**src/rtl/mult_seq_pkg.sv**
```systemverilog
// Shared types and width helpers for the multiplier front-end sequencer.
package mult_seq_pkg;

  localparam int OPERAND_W = 4;
  localparam int PROD_W    = 8;

  typedef enum logic [2:0] {
    IDLE    = 3'd0,
    ISSUE   = 3'd1,
    WAIT    = 3'd2,
    RELEASE = 3'd3,
    OUTPUT  = 3'd4
  } seq_state_t;

  // Bits needed to hold a count in the range 0..n inclusive.
  function automatic int cnt_w(input int n);
    return (n < 1) ? 1 : $clog2(n + 1);
  endfunction

  // Bits needed to address n entries.
  function automatic int ptr_w(input int n);
    return (n < 2) ? 1 : $clog2(n);
  endfunction

endpackage

```
**src/rtl/sync_fifo.sv**
```systemverilog
// Small synchronous FIFO with a combinational head output; push/pop are
// ignored when full/empty so the pointers can never run past each other.
module sync_fifo
  import mult_seq_pkg::*;
#(
  parameter int WIDTH = 8,
  parameter int DEPTH = 4
) (
  input  logic             clk,
  input  logic             rst,
  input  logic             push,
  input  logic             pop,
  input  logic [WIDTH-1:0] din,
  output logic [WIDTH-1:0] head,
  output logic             full,
  output logic             empty
);

  localparam int PW    = ptr_w(DEPTH);
  localparam int CNT_W = PW + 1;

  logic [WIDTH-1:0] mem [DEPTH];
  logic [PW-1:0]    wr_ptr;
  logic [PW-1:0]    rd_ptr;
  logic [CNT_W-1:0] count;
  logic             do_push;
  logic             do_pop;

  assign full    = (count == CNT_W'(DEPTH));
  assign empty   = (count == '0);
  assign do_push = push && !full;
  assign do_pop  = pop && !empty;
  assign head    = mem[rd_ptr];

  always_ff @(posedge clk) begin
    if (do_push) mem[wr_ptr] <= din;
  end

  always_ff @(posedge clk) begin
    if (rst) begin
      wr_ptr <= '0;
      rd_ptr <= '0;
      count  <= '0;
    end else begin
      if (do_push) wr_ptr <= wr_ptr + 1'b1;
      if (do_pop)  rd_ptr <= rd_ptr + 1'b1;
      if (do_push && !do_pop)      count <= count + 1'b1;
      else if (!do_push && do_pop) count <= count - 1'b1;
    end
  end

endmodule

```
**src/rtl/mult_dot_sequencer.sv**
```systemverilog
// Buffers operand pairs, drives the 4-bit multiplier one product at a time and
// sums N_TERMS products onto a valid/ready output. Optional: MULT_TIMEOUT_EN.
module mult_dot_sequencer
  import mult_seq_pkg::*;
#(
  parameter int DEPTH       = 4,
  parameter int N_TERMS     = 4,
  parameter int ACC_W       = 10,
  parameter int TIMEOUT_CYC = 16
) (
  input  logic                 clk,
  input  logic                 rst,
  input  logic                 in_valid,
  output logic                 in_ready,
  input  logic [OPERAND_W-1:0] in_a,
  input  logic [OPERAND_W-1:0] in_b,
  output logic                 mul_ena,
  output logic [OPERAND_W-1:0] mul_a,
  output logic [OPERAND_W-1:0] mul_b,
  input  logic [PROD_W-1:0]    mul_y,
  input  logic                 mul_done,
  output logic                 out_valid,
  input  logic                 out_ready,
  output logic [ACC_W-1:0]     out_sum,
  output logic                 busy,
  output logic                 err,
  output logic [2:0]           state
);

  localparam int TC_W = cnt_w(N_TERMS);

  seq_state_t                 state_q;
  logic [ACC_W-1:0]           acc;
  logic [TC_W-1:0]            term_cnt;
  logic                       fifo_full;
  logic                       fifo_empty;
  logic                       push;
  logic                       pop;
  logic [2*OPERAND_W-1:0]     head;

  // Handshake: a pair is taken on any cycle where in_valid && in_ready, and a
  // sum is handed over on any cycle where out_valid && out_ready.
  assign in_ready = !fifo_full && !rst;
  assign push     = in_valid && in_ready;
  assign pop      = (state_q == ISSUE);
  assign busy     = (state_q != IDLE);
  assign state    = state_q;

  sync_fifo #(
    .WIDTH (2*OPERAND_W),
    .DEPTH (DEPTH)
  ) u_fifo (
    .clk   (clk),
    .rst   (rst),
    .push  (push),
    .pop   (pop),
    .din   ({in_a, in_b}),
    .head  (head),
    .full  (fifo_full),
    .empty (fifo_empty)
  );

`ifdef MULT_TIMEOUT_EN
  localparam int WC_W = cnt_w(TIMEOUT_CYC);
  logic [WC_W-1:0] wait_cnt;
  logic            err_q;
  assign err = err_q;
`else
  logic unused_timeout;
  assign unused_timeout = (TIMEOUT_CYC > 0);
  assign err = 1'b0;
`endif

  always_ff @(posedge clk) begin
    if (rst) begin
      state_q   <= IDLE;
      mul_ena   <= 1'b0;
      mul_a     <= '0;
      mul_b     <= '0;
      acc       <= '0;
      term_cnt  <= '0;
      out_valid <= 1'b0;
      out_sum   <= '0;
`ifdef MULT_TIMEOUT_EN
      wait_cnt  <= '0;
      err_q     <= 1'b0;
`endif
    end else begin
      mul_ena <= 1'b0;
      case (state_q)
        IDLE: begin
          if (!fifo_empty) state_q <= ISSUE;
        end
        ISSUE: begin
          mul_ena <= 1'b1;
          mul_a   <= head[2*OPERAND_W-1:OPERAND_W];
          mul_b   <= head[OPERAND_W-1:0];
          state_q <= WAIT;
`ifdef MULT_TIMEOUT_EN
          wait_cnt <= '0;
`endif
        end
        WAIT: begin
          if (mul_done) begin
            acc      <= acc + ACC_W'(mul_y);
            term_cnt <= term_cnt + 1'b1;
            state_q  <= RELEASE;
          end
`ifdef MULT_TIMEOUT_EN
          else if (wait_cnt == WC_W'(TIMEOUT_CYC - 1)) begin
            // A lost product still consumes its slot, as a zero term.
            err_q    <= 1'b1;
            term_cnt <= term_cnt + 1'b1;
            state_q  <= RELEASE;
          end else begin
            wait_cnt <= wait_cnt + 1'b1;
          end
`endif
        end
        RELEASE: begin
          // done is a level: hold here until it drops so it is counted once.
          if (!mul_done) begin
            if (term_cnt == TC_W'(N_TERMS)) begin
              out_valid <= 1'b1;
              out_sum   <= acc;
              state_q   <= OUTPUT;
            end else if (!fifo_empty) begin
              state_q <= ISSUE;
            end else begin
              state_q <= IDLE;
            end
          end
        end
        OUTPUT: begin
          if (out_ready) begin
            acc       <= '0;
            term_cnt  <= '0;
            out_valid <= 1'b0;
            state_q   <= fifo_empty ? IDLE : ISSUE;
          end
        end
        default: state_q <= IDLE;
      endcase
    end
  end

endmodule

```
**config.mk**
```make
export PLATFORM = sky130hd
export DESIGN_NAME = mult_dot_sequencer
export DESIGN_NICKNAME = d
export VERILOG_FILES = /design/src/rtl/mult_seq_pkg.sv /design/src/rtl/sync_fifo.sv /design/src/rtl/mult_dot_sequencer.sv
export SDC_FILE = /design/constraint.sdc
export NUM_CORES = 1
export LEC_CHECK = 0
export BUFFER_PORTS_ARGS = -buffer_cell sky130_fd_sc_hd__clkbuf_2
export CAP_MARGIN = 20
export CORE_MARGIN = 3
export CORE_UTILIZATION = 40
export DETAILED_ROUTE_END_ITERATION = 8
export SETUP_SLACK_MARGIN = 0.1
export SLEW_MARGIN = 0
export SYNTH_ARGS = -nofsm -noshare
export SYNTH_HDL_FRONTEND = slang
export SYNTH_SLANG_ARGS = --single-unit
```
**constraint.sdc**
```tcl
create_clock -name clk -period 4.3 [get_ports clk]
set_clock_uncertainty 0.15 [all_clocks]
set_input_delay 0.215 -clock clk [delete_from_list [all_inputs] [get_ports clk]]
set_output_delay 0.215 -clock clk [all_outputs]
set_load 0.01 [all_outputs]
```
; ---- Yosys cells after proc, flatten, opt, wreduce, memory -nomap -nowiden
; Memory sizes are Yosys's and may differ from the RTL's. A register that Yosys moved wholly into a read port is not among the register bits.
; Index checks and enable logic that the tools add are counted.
[word_totals]
ff_bits = 35
ram_bits = 32
out_inout_bits = 26
wordCells = 71
mem_count = 1
latchBits = 0
romBits = 0
input_bits = 21
[op_classes]
muxes = 22
shifts = 0
order_cmp = 0
addsub = 6
bitwise_logic = 1
multipliers = 0
eq_ne = 11
n_reduce_logical = 21
n_div = 0
[memory_table]
columns = memory, depth, word_bits, read_ports, rd_ports_with_merged_regs, wr, line
row1 = u_fifo.mem, 4, 8, 1, 1, 1, sync_fifo.sv:22  ; logic [WIDTH-1:0] mem [DEPTH];
[ops]
columns = op, n
row1 = $mux 3, 9
row2 = $mux 10, 2
row3 = $pmux 10 s2, 1
row4 = $pmux 3 s5, 1
row5 = $add 10x8->10, 1
row6 = $ne 2x2->1 const B, 5
row7 = $eq 3x3->1 const B, 3
row8 = $reduce_and 4->1, 2
row9 = $mux 1, 7
row10 = $add 3x1->3 const B, 2
row11 = $eq 3x2->1 const B, 2
row12 = $logic_and 1x1->1, 6
row13 = $logic_not 3->1, 2
row14 = $pmux 3 s2, 1
row15 = $reduce_and 3->1, 2
row16 = $reduce_bool 2->1, 3
row17 = $logic_not 1->1, 5
row18 = $add 2x1->2 const B, 2
row19 = $eq 3x1->1 const B, 1
row20 = $reduce_bool 3->1, 1
row21 = $sub 3x1->3 const B, 1
row22 = $pmux 1 s2, 1
row23 = $not 1->1, 1

; ---- Longest topological paths before layout
; Gate-level depths: netlist (run 1).
[logic_depth]
depth_word = 9
ltp_mapped = 10
ltp_nobuf = 9

; ---- Modules after synthesis
; From an unflattened synthesis (run 1), not the netlist that was laid out.
[unflattened]
hier_cells = 284
area_unflattened_um2 = 3453.3
[by_module_without_submodules]
columns = module, cells_each, area_each_um2, seq_area_each_um2, n_inst
row1 = mult_dot_sequencer, 194, 1833.0, 720.7, 1
row2 = sync_fifo, 90, 1620.3, 1141.1, 1

; ---- Worst setup path before layout (run 1)
; No wires, ideal clock.
[synth_timing]
path_kind = register to register
startpoint = reg u_fifo.count[0]
endpoint = reg u_fifo.count[2]
path_buffers = 1
setup_time_ps = 70
arrival_time_ps = 2241
required_ps = 4080
synth_period_minus_slack_ps = 2461
setup_slack_ps = 1839
stages_incl_launch_ff = 11
cell_sequence = dfxtp_1 nor2_1 a21oi_1 and2_0 buf_2 ha_1 inv_1 fa_1 xor2_1 or3_1 a21oi_1
[synth_between]
elab_chain_cells = 8
word_cells_on_any_way = 17
cone_classes = add/sub: 2 / eq/ne: 1 / mux: 2 / reduce/logical: 12
[synth_lines]
columns = element, line
row1 = from (decl), sync_fifo.sv:25  ; logic [CNT_W-1:0] count;
row2 = from (signal assigned), sync_fifo.sv:47  ; if (do_push && !do_pop) count <= count + 1'b1;
row3 = from (signal assigned), sync_fifo.sv:48  ; else if (!do_push && do_pop) count <= count - 1'b1;
row4 = $eq 3x3->1 *, sync_fifo.sv:29  ; assign full = (count == CNT_W'(DEPTH));
row5 = $logic_not 1->1 *, mult_dot_sequencer.sv:43  ; assign in_ready = !fifo_full && !rst;
row6 = $logic_and 1x1->1 *, mult_dot_sequencer.sv:43
row7 = via in_ready, mult_dot_sequencer.sv:14  ; output logic in_ready,
row8 = $logic_and 1x1->1 *, mult_dot_sequencer.sv:44  ; assign push = in_valid && in_ready;
row9 = $logic_and 1x1->1 *, sync_fifo.sv:31  ; assign do_push = push && !full;
row10 = via u_fifo.do_push, sync_fifo.sv:26  ; logic do_push;
row11 = $logic_not 1->1, sync_fifo.sv:48
row12 = $logic_and 1x1->1, sync_fifo.sv:48
row13 = $reduce_bool 2->1 (no line), -
; The timed path passes the listed nets; every way through them passes the cells marked *. The select of a mux whose other input is x is not followed.
; A chain may end at the register's enable or synchronous reset.

; ---- Worst setup path in the final report (run 1)
[layout_timing]
startpoint = reg state_q[1], in the netlist state[1]
endpoint = reg u_fifo.count[2]
[layout_between]
elab_chain_cells = 5
word_cells_on_any_way = 7
cone_classes = eq/ne: 1 / mux: 1 / reduce/logical: 5
[layout_lines]
columns = element, line
row1 = from (decl), mult_dot_sequencer.sv:32  ; seq_state_t state_q;
row2 = from (signal assigned), mult_dot_sequencer.sv:139  ; state_q <= fifo_empty ? IDLE : ISSUE;
row3 = $eq 3x1->1 *, mult_dot_sequencer.sv:45  ; assign pop = (state_q == ISSUE);
row4 = $logic_and 1x1->1 *, sync_fifo.sv:32  ; assign do_pop = pop && !empty;
row5 = $logic_not 1->1, sync_fifo.sv:47
row6 = $logic_and 1x1->1, sync_fifo.sv:47
row7 = $mux 3 or $reduce_bool 2->1 (tied branches), -
; Every way passes the cells marked *; elsewhere a longest branch is shown, timed or not.

==> results.md, run 1 <==
- The worst-path cell with the longest stage delay is dfxtp_1.
- The layout overhead on the synthesized area is 17.39%.
- The number of enable-type register cells in the synthesized netlist is 32.
- Counting the fill cells in the layout gives 781.
- The first element of the critical path is state[1].
- The average size of a mapped cell is 11.04 sq um.
- The share of the core filled with cells is 48.79%.
- The post-CTS setup-driven buffer insertion count is 0.
- The worst slack on hold paths is 130.5 ps.
- The max-slew violation count is 0.
- For this run, the register share of the synthesized area comes to 53.08%.
- The final worst-path cycle share is 63.45%.
- The setup violation total in the final timing report is 0.
- The largest net degree at the start of global routing is 44.
- The wire length of the first global-routing pass is 11780 um.
- The floorplan step set the die height to 98.63 um.
- For this run, the top clock speed supported by timing is 366.5 MHz.
- The critical path goes through or3b_1 -> nor2_4 -> inv_1 -> ha_1 -> inv_1 -> fa_1 -> xor2_1 -> or3_1 -> a21oi_1.
- The maximum fanout along the worst path is 17.
- After Yosys synthesis, XOR and XNOR cells account for 2.042% of the synthesized area.
- In the routed design, unresolved DRC markers number 0.
- The most prevalent standard cell on the critical path is inv_1.
- STA classifies the critical path endpoint as a flop.
- By startpoint and endpoint, the worst setup path is classified as reg -> reg.
- The tree is rooted in a clkbuf_8.
- Synthesis inferred 75 register bits.
- The number of antenna repair diodes is 0.
- The count of input and output buffers is 45.
- Clock-pin slew was measured on the worst setup and hold paths at 90 ps.
- The synthesized netlist occupies a cell area of 3432 sq um.
- The H-tree generated during clock tree synthesis spans 3 levels.
- The critical register-to-register path startpoint is state[1].
- The final net count is 400.
- The violation count after the first detailed-routing iteration is 92.
- STA puts the critical path data arrival time at 2850 ps.
- For this run the aggregate overflow at the end of global routing stands at 0.
- The flow ran to the end, and the final reports show no timing, DRC or antenna violations.
- The clock passes through at most 2 buffers.
- The via total after detailed routing is 2399.
- The remaining antenna violation count after routing is 0.
- The yosys synthesis warning count is 0.
- TritonCTS built the clock tree.
- The initial antenna violation count is 0.
- After synthesis, the share of cell area in mux cells is 8.750%.
- For this run, the leading register cell type out of synthesis is dfxtp_1.
- Of the cells placed in the final design, the portion with a size suffix greater than 1 is 21.25%.
- The routed wire length is 6941 um.
- The worst flop-to-flop path endpoint is u_fifo.count[2].
- The power density relative to cell area is 481.8 nW/um^2.
- For the pin with the worst max-slew slack, the measured transition is 659.4 ps.
- The detailed-route vias per instance is 5.083.
- The routed design could run at a clock period as short as 2729 ps.
- The number of nets handed over by synthesis was 349.
- Counting every instance in the synthesized netlist gives 311.
- The iteration count of the initial detailed-routing pass is 4.
- The final total negative setup slack is 0 ps.
- The required time of the worst setup path is 4420 ps.
- The combined global-route utilization of all metal layers is 15.07%.
- The critical path capture point is u_fifo.count[2].
- The sequential cells in the finished layout cover a total of 1822 sq um.
- The kind of cell with the highest combined delay along the critical path is simple AND/OR/NAND/NOR gates.
- By area, the combinational part of the netlist is dominated by simple AND/OR/NAND/NOR gates.
- The floorplan die area is 9728 sq um.
- The arithmetic-cell share of the synthesized area counting full adders, half adders and majority gates is 6.635%.
- The half-perimeter wire length after detailed placement is 4815 um.
- The count of endpoints failing hold in the final timing report was 0.
- After Yosys synthesis, and, or, nand and nor cells account for 16.77% of the synthesized area.
- The core region is 8258 sq um.
- The area occupied by multi-input gates is 1470 sq um.
- In this run the number of cells on the critical path is 9.
- Dividing the detail-routed wire length by the instance count gives 14.71 um.
- The number of resized instances in the post-cts repair step is 0.
- The sort of element at the start of the critical path is a flop.
- The number of buffers added by the clock tree synthesis step is 9.
- The number of rows in the core area is 33.
- The proportion of synthesized flip-flops having asynchronous set or reset is 0%.
- The number of distinct library cell variants in the gate-level netlist after synthesis is 52.
- The number of ports placed on the die boundary is 47.
- The x dimension of the die is 98.63 um.
- Across all register-to-register paths, the minimum setup slack is 1570 ps.
- Measured against its own limit, the worst slew margin works out to 56.04%.
- Setup repair after global routing left no endpoint under its margin.
- The TritonCTS sink count is 75.
- The area fraction in compound gates after synthesis is 8.531%.
- The effective utilization at floorplan is 41.56%.
- Across the VDD grid, the largest voltage drop is 0.2234 mV.
- Counting both buffers and inverters, the worst setup path holds a total of 2.
- The number of cells on the worst reg-to-reg path is 9.
- The worst hold-check path type is in -> reg.
- On the worst path, the slowest cell contributes a delay of 680 ps.
- The static leakage is 1.533 nW.
- Routability-driven placement finished with a final weighted congestion of 0.7545.
- The via count of the first global-routing pass was 2381.
- The reported max-cap violation count is 0.
- The clock reaches the later pin of the worst-skew pair after 340 ps.
-- per-stage QoR --
| step | instances | instance area [sq um] | setup WS (ps) | total power (W) |
|---|---|---|---|---|
| 6_report | 472 | 4029 | 1571 | 0.001941 |
| 5_1_grt | 472 | 4029 | 1424 | 0.002061 |
| 4_1_cts | 471 | 4018 | 1564 | 0.001965 |
| 3_5_place_dp | 447 | 3709 | 1588 | 0.001335 |
| 3_3_place_gp | 447 | 3709 | 1693 | 0.001319 |
| 2_1_floorplan | 311 | 3432 | 1839 | 0.001223 |
-- area by class of cell --
class | count | area share, %
multi-input combinational | 207 | 36.49
clock inverter | 7 | 2.609
sequential | 75 | 45.22
inverter | 14 | 1.304
timing repair buffer | 55 | 8.043
tap | 105 | 3.261
clock buffer | 9 | 3.075
-- placed cells by master, fill, tap and decap left out, drive strengths merged, types with 2 or more instances in the layout --
cell type    Yosys  final
ha              15     15
o21ai            9      9
fa               2      2
a311o            2      2
nand4bb          2      2
mux2i           12     12
xnor2            3      3
nor3             5      5
edfxtp          32     32
clkbuf           5     54
a21oi           30     30
inv             14     18
nand2b           4      4
xor2             5      5
nand3            4      4
bufinv           0      2
nor3b            3      3
dfxtp           43     43
nor4             4      4
nand2           32     32
and2             2      2
a211oi           2      2
dlygate4sd3      0      8
or3              3      3
nor2            38     38
and3             6      6
buf             10      2
mux4             8      8
-- sequential cells by signal, indices dropped and copies added (netlist names) --
signal         count
u_fifo.mem        32
out_sum           10
state              3
mul_a              4
term_cnt           3
u_fifo.wr_ptr      2
u_fifo.rd_ptr      2
u_fifo.count       3
acc               10
mul_ena            1
out_valid          1
mul_b              4
-- cells by family after synthesis --
logic type                 after synthesis
other                                    1
xor gates and xnor gates                 8
AOI/OAI and AO/OA                       50
DFF                                     75
adders and majority gates               17
muxes                                   20
buffers and inverters                   29
and+or+nand+nor                        111
-- worst min-delay path, delay by kind of cell --
family | cells | cell delay [ps]
AOI/OAI and AO/OA | 1 | 120
and+or+nand+nor | 2 | 110
buffers and inverters | 1 | 130
-- power by group --
part | total [W] | internal [W] | leakage (nW) | switching [W]
clock network | 0.000620 | 0.000337 | 0.113 | 0.000283
registers | 0.000892 | 0.000812 | 0.639 | 0.0000807
logic | 0.000429 | 0.000196 | 0.781 | 0.000233
-- routing by layer --
layer,routed length (um),vias up,GRT usage [%],part of all wire (%)
met3,212,7,3.609,3.1
met1,3516,1146,21.54,51
met2,3131,33,22.46,45
met5,0,-,0,0
li1,-,1213,-,-
met4,80,0,5.252,1.2
-- timing repair --
action                                  in CTS  in global routing
endpoints found under the hold margin       32                  0
hold buffers                                 8                  0
endpoints found under the setup margin       0                  0
-- worst min-delay path by stage --
stage          depth (start not counted)      start                to
5_1_grt                                4   mul_y[0]            acc[0]
3_3_place_gp                           1    in_b[1]  u_fifo.mem[3][1]
3_5_place_dp                           1    in_b[1]  u_fifo.mem[3][1]
4_1_cts                                4  out_ready          state[2]
6_report                               4  out_ready          state[2]
2_1_floorplan                          0    in_b[0]  u_fifo.mem[0][0]
-- cell usage after synthesis (2+ instances only) --
| master | count | share of area (%) |
|---|---|---|
| nand3_1 | 4 | 0.58 |
| fa_1 | 2 | 1.2 |
| clkbuf_1 | 5 | 0.55 |
| buf_6 | 2 | 0.66 |
| inv_1 | 14 | 1.5 |
| mux4_2 | 8 | 5.2 |
| buf_2 | 4 | 0.58 |
| o21ai_0 | 6 | 0.87 |
| or3_1 | 3 | 0.55 |
| edfxtp_1 | 32 | 28 |
| buf_4 | 3 | 0.66 |
| xnor2_1 | 3 | 0.77 |
| a21oi_1 | 28 | 4.1 |
| and3_1 | 6 | 1.1 |
| xor2_1 | 5 | 1.3 |
| nor3b_1 | 2 | 0.44 |
| nand2b_1 | 4 | 0.73 |
| nor2_1 | 37 | 4.0 |
| nor4_1 | 4 | 0.73 |
| a211oi_1 | 2 | 0.44 |
| nand2_1 | 32 | 3.5 |
| o21ai_1 | 3 | 0.44 |
| ha_1 | 15 | 5.5 |
| nor3_1 | 4 | 0.58 |
| a311o_1 | 2 | 0.58 |
| mux2i_1 | 12 | 3.5 |
| dfxtp_1 | 43 | 25 |
| a21oi_2 | 2 | 0.51 |
(Power assumes the default switching activity.)
==> inputs of run 2 (changes only) <==
ABC_AREA = 1   (was not set)
clock period = 2.7 ns   (was 4.3 ns; I/O delays follow)
==> run 2 against run 1 <==
- first-iteration DRC count rose by 21%
- sequential share of layout area down 0.94 points
- wire length up 7.0%
- die area increased by 1.3%
- worst setup slack worse by 1200 ps
- critical endpoint unchanged
- largest cell class unchanged
==> results.md, run 2 <==
- Run status: completed (unchanged).
- The detailed-route vias per instance was 4.801 (was 5.083).
- The iteration count of the initial detailed-routing pass came to 4 (unchanged).
- The yosys synthesis warning count is 0 (unchanged).
- The dominant synthesized flop cell was dfxtp_1 (unchanged).
- The x dimension of the die is 99.27 um (was 98.63 um).
- The clock-pin slew on the worst setup and hold paths is 80 ps (was 90 ps).
- The leading area contributor after synthesis was edfxtp_1 (unchanged).
- The sort of element at the start of the critical path is a flop (unchanged).
- The static leakage is 1.847 nW (was 1.533 nW).
- The routed wire length is 7426 um (was 6941 um).
- The post-synthesis cell count is 401 (was 311).
- The worst hold-check path type is in -> reg (unchanged).
- The sequential cell fraction of total power was 45.1% (was 46.0%).
- The final worst-path cycle share is 84.78% (was 63.45%).
- The switching power of the nets was 0.001033 W (was 0.0005970 W).
- Commonest cells after routing, fill and taps aside: 57 x inv_1, 55 x nand2_1, 52 x nor2_1, 45 x clkbuf_2, 43 x dfxtp_1 (was 45 x clkbuf_2, 43 x dfxtp_1, 37 x nor2_1, 32 x nand2_1, 32 x edfxtp_1).
- The type of the worst setup path is reg -> reg (unchanged).
- The final total negative setup slack is 0 ps (unchanged).
- The remaining antenna violation count after routing came to 0 (unchanged).
- The wire length per cell was 12.98 um (was 14.71 um).
- Top Registers: u_fifo.mem: 32 flops, acc: 10 flops, out_sum: 10 flops (unchanged).
- The nature of the critical path endpoint is a flop (unchanged).
- The power density relative to cell area is 748.4 nW/um^2 (was 481.8 nW/um^2).
- The number of ports placed on the die boundary was 47 (unchanged).
- The number of buffers added by the clock tree synthesis step is 9 (unchanged).
- The half-perimeter wire length after detailed placement was 5243 um (was 4815 um).
- The register containing the most flip-flops in the final layout is u_fifo.mem (unchanged).
- The flip-flop count of the largest register, all copies and words added is 32 (unchanged).
- The fmax is 436.9 MHz (was 366.5 MHz).
- The via total after detailed routing is 2746 (was 2399).
- The number of antenna repair diodes is 0 (unchanged).
- The commonest non-fill, non-tap cell in the layout is inv_1 (was clkbuf_2).
- The max-slew violation count was 0 (unchanged).
- The proportion of synthesized flip-flops having asynchronous set or reset is 0% (unchanged).
- The initial antenna violation count was 0 (unchanged).
- Cell types occupying the most area after synthesis: edfxtp_1 28%, dfxtp_1 25%, inv_1 6.1% (was edfxtp_1 28%, dfxtp_1 25%, ha_1 5.5%).
- Unrepaired setup endpoints after global routing: false (unchanged).
- The worst-path cell with the longest stage delay is fa_1 (was dfxtp_1).
- The clock power share is 28.3% (was 31.9%).
- The average size of a mapped cell was 8.677 sq um (was 11.04 sq um).
- The layout overhead on the synthesized area was 18.23% (was 17.39%).
- The cell at the root of the clock tree is clkbuf_8 (unchanged).
- The count of input and output buffers is 45 (unchanged).
- The number of synthesized register bits is 75 (unchanged).
- The insertion delay to the later sink of the worst-skew pair was 340 ps (about the same).
- The required time of the worst setup path is 2790 ps (was 4420 ps).
- The maximum fanout along the worst path is 9 (was 17).
- The count of endpoints failing hold in the final timing report is 0 (unchanged).
- The final net count is 500 (was 400).
- The number of enable-type register cells in the synthesized netlist is 32 (unchanged).
- The data arrival time of the critical path is 2380 ps (was 2850 ps).
- The net count of the mapped netlist was 439 (was 349).
- The wire length of the first global-routing pass is 12410 um (was 11780 um).
- The relative max-transition margin is 62.00% (was 56.04%).
- The cell internal power dissipation is 0.002046 W (was 0.001344 W).
- The synthesized cell area was 3480 sq um (was 3432 sq um).
- The share of layout cells above drive strength 1 is 18.20% (was 21.25%).
- The via count of the first global-routing pass is 2598 (was 2381).
- The number of resized instances in the post-cts repair step was 0 (unchanged).
- The combined global-route utilization of all metal layers is 16.01% (was 15.07%).
- The share of total power in combinational logic was 26.6% (was 22.1%).
- List of cells traversed by the critical path: inv_1 -> a31oi_1 -> nand2_1 -> inv_1 -> ha_1 -> inv_1 -> fa_1 -> a21oi_1 -> o21ai_0 -> o21ai_0 -> a21oi_1 (was or3b_1 -> nor2_4 -> inv_1 -> ha_1 -> inv_1 -> fa_1 -> xor2_1 -> or3_1 -> a21oi_1).
- The most prevalent standard cell on the critical path is inv_1 (unchanged).
- The largest stage delay on the critical path is 380 ps (was 680 ps).
- The most frequently used cell type in the post-synthesis netlist is inv_1 (was dfxtp_1).
- The vertical extent of the die is 99.27 um (was 98.63 um).
- The detailed-route DRC error count was 0 (unchanged).
- The buffer levels on the longest clock path is 2 (unchanged).
- The effective utilization at floorplan is 41.72% (was 41.56%).
- The TritonCTS sink count came to 75 (unchanged).
- The clock tree from TritonCTS is done (unchanged).
- Synth top cells by count: 57 x inv_1, 55 x nand2_1, 52 x nor2_1 (was 43 x dfxtp_1, 37 x nor2_1, 32 x edfxtp_1, 32 x nand2_1, 28 x a21oi_1).
- The maximum ir drop on the vdd rail is 0.3733 mV (was 0.2234 mV).
- The reported max-cap violation count was 0 (unchanged).
- The flop-to-flop setup slack came to 410 ps (was 1570 ps).
- The worst-margin pin slew is 569.3 ps (was 659.4 ps).
- The number of distinct library cell variants in the gate-level netlist after synthesis is 35 (was 52).
- The core outline area is 8341 sq um (was 8258 sq um).
- The proportion of synthesized chip area in sequential cells was 52.36% (was 53.08%).
- The largest net degree at the start of global routing came to 23 (was 44).
- The time the worst path needs with I/O delays and setup is 2289 ps (was 2729 ps).
- The floorplan die area was 9855 sq um (was 9728 sq um).
- The global placement routability congestion was 0.8237 (was 0.7545).
- The violation count after the first detailed-routing iteration is 111 (was 92).
- The area share of the largest cell type after synthesis is 27.62% (was 28.00%).
- The total power consumption of the routed design was 0.003079 W (was 0.001941 W).
- The setup violation total in the final timing report is 0 (unchanged).
- The H-tree depth reported by CTS is 3 (unchanged).
- The leftover overflow at the end of global routing is 0 (unchanged).
- The switching power share of the total is 33.54% (was 30.75%).
- The number of rows in the core area is 33 (unchanged).
-- run 2: cell count changes in the layout (fill, tap and decap cells not counted), sizes merged, moves of 6 or more --
cell   change
inv       +44
o21ai     +36
nand2     +25
nor2      +17
nand3     +16
mux2i     -12
o22ai      +9
mux4       -8
a21oi      +7
and3       -6
-- run 2: power groups by stage --
stage | Combinational (W) | Clock [W] | Sequential, W
4_1_cts | 0.000827 | 0.000902 | 0.00139
3_3_place_gp | 0.000806 | 0 | 0.00141
2_1_floorplan | 0.000544 | 0 | 0.00143
3_5_place_dp | 0.000813 | 0 | 0.00142
6_report | 0.000818 | 0.000872 | 0.00139
5_1_grt | 0.000946 | 0.000947 | 0.00141
-- run 2: metrics by stage --
step	hold WS (ps)	utilization, %	setup slack, ps	instance area [sq um]	instances
floorplan	83.87	-	448.9	3480	401
detailed placement	215.8	45.83	446.1	3822	547
global placement	207.8	45.83	501.9	3822	547
global route	60.82	49.32	121.6	4114	572
CTS	30.41	49.32	431.5	4114	572
finish	56.53	49.32	411.0	4114	572
-- run 2: layer usage --
layer / global-route usage (%) / routed length (um) / share of wire, %
met2: 25.41 / 3379 / 46
met4: 4.727 / 79 / 1.1
met1: 21.06 / 3593 / 48
met3: 5.049 / 374 / 5.0
met5: 0 / 0 / 0
-- run 2: layout make-up --
type / instances / area [sq um]
clock inverter: 6 / 73.82
tap: 105 / 131.4
fill: 801 / 4227
clock buffer: 10 / 127.6
sequential: 75 / 1822
timing repair buffer: 61 / 367.9
multi-input combinational: 253 / 1359
inverter: 62 / 232.7
-- run 2: what timing repair did --
item | in CTS | in global routing
hold endpoints to repair | 33 | 0
hold buffers | 9 | 0
setup buffers | 0 | 0
-- run 2: worst max-delay path, delay by kind of cell, from the launching register on --
kind	cells	cell delay, ps
AOI/OAI and AO/OA	5	680
adders and majority gates	2	520
buffers and inverters	3	260
DFF	1	370
and+or+nand+nor	1	210
-- run 2: final timing paths --
check	from	cells past startpoint	end
worst max-delay path	u_fifo.count[0]	11	u_fifo.count[2]
worst min-delay path	mul_done	3	state[0]
worst max register to register	u_fifo.count[0]	11	u_fifo.count[2]
worst min register to register	out_valid	2	out_valid
-- run 2: cell families after synthesis --
family / after synthesis / synth area share, %
XOR/XNOR: 1 / 0.2518
AO/OA/AOI/OAI: 93 / 14.13
flip-flops: 75 / 52.36
buffers and inverters: 73 / 8.594
AND/OR/NAND/NOR: 141 / 18.02
other: 1 / 0.1078
adder cells (fa/ha/maj): 17 / 6.544
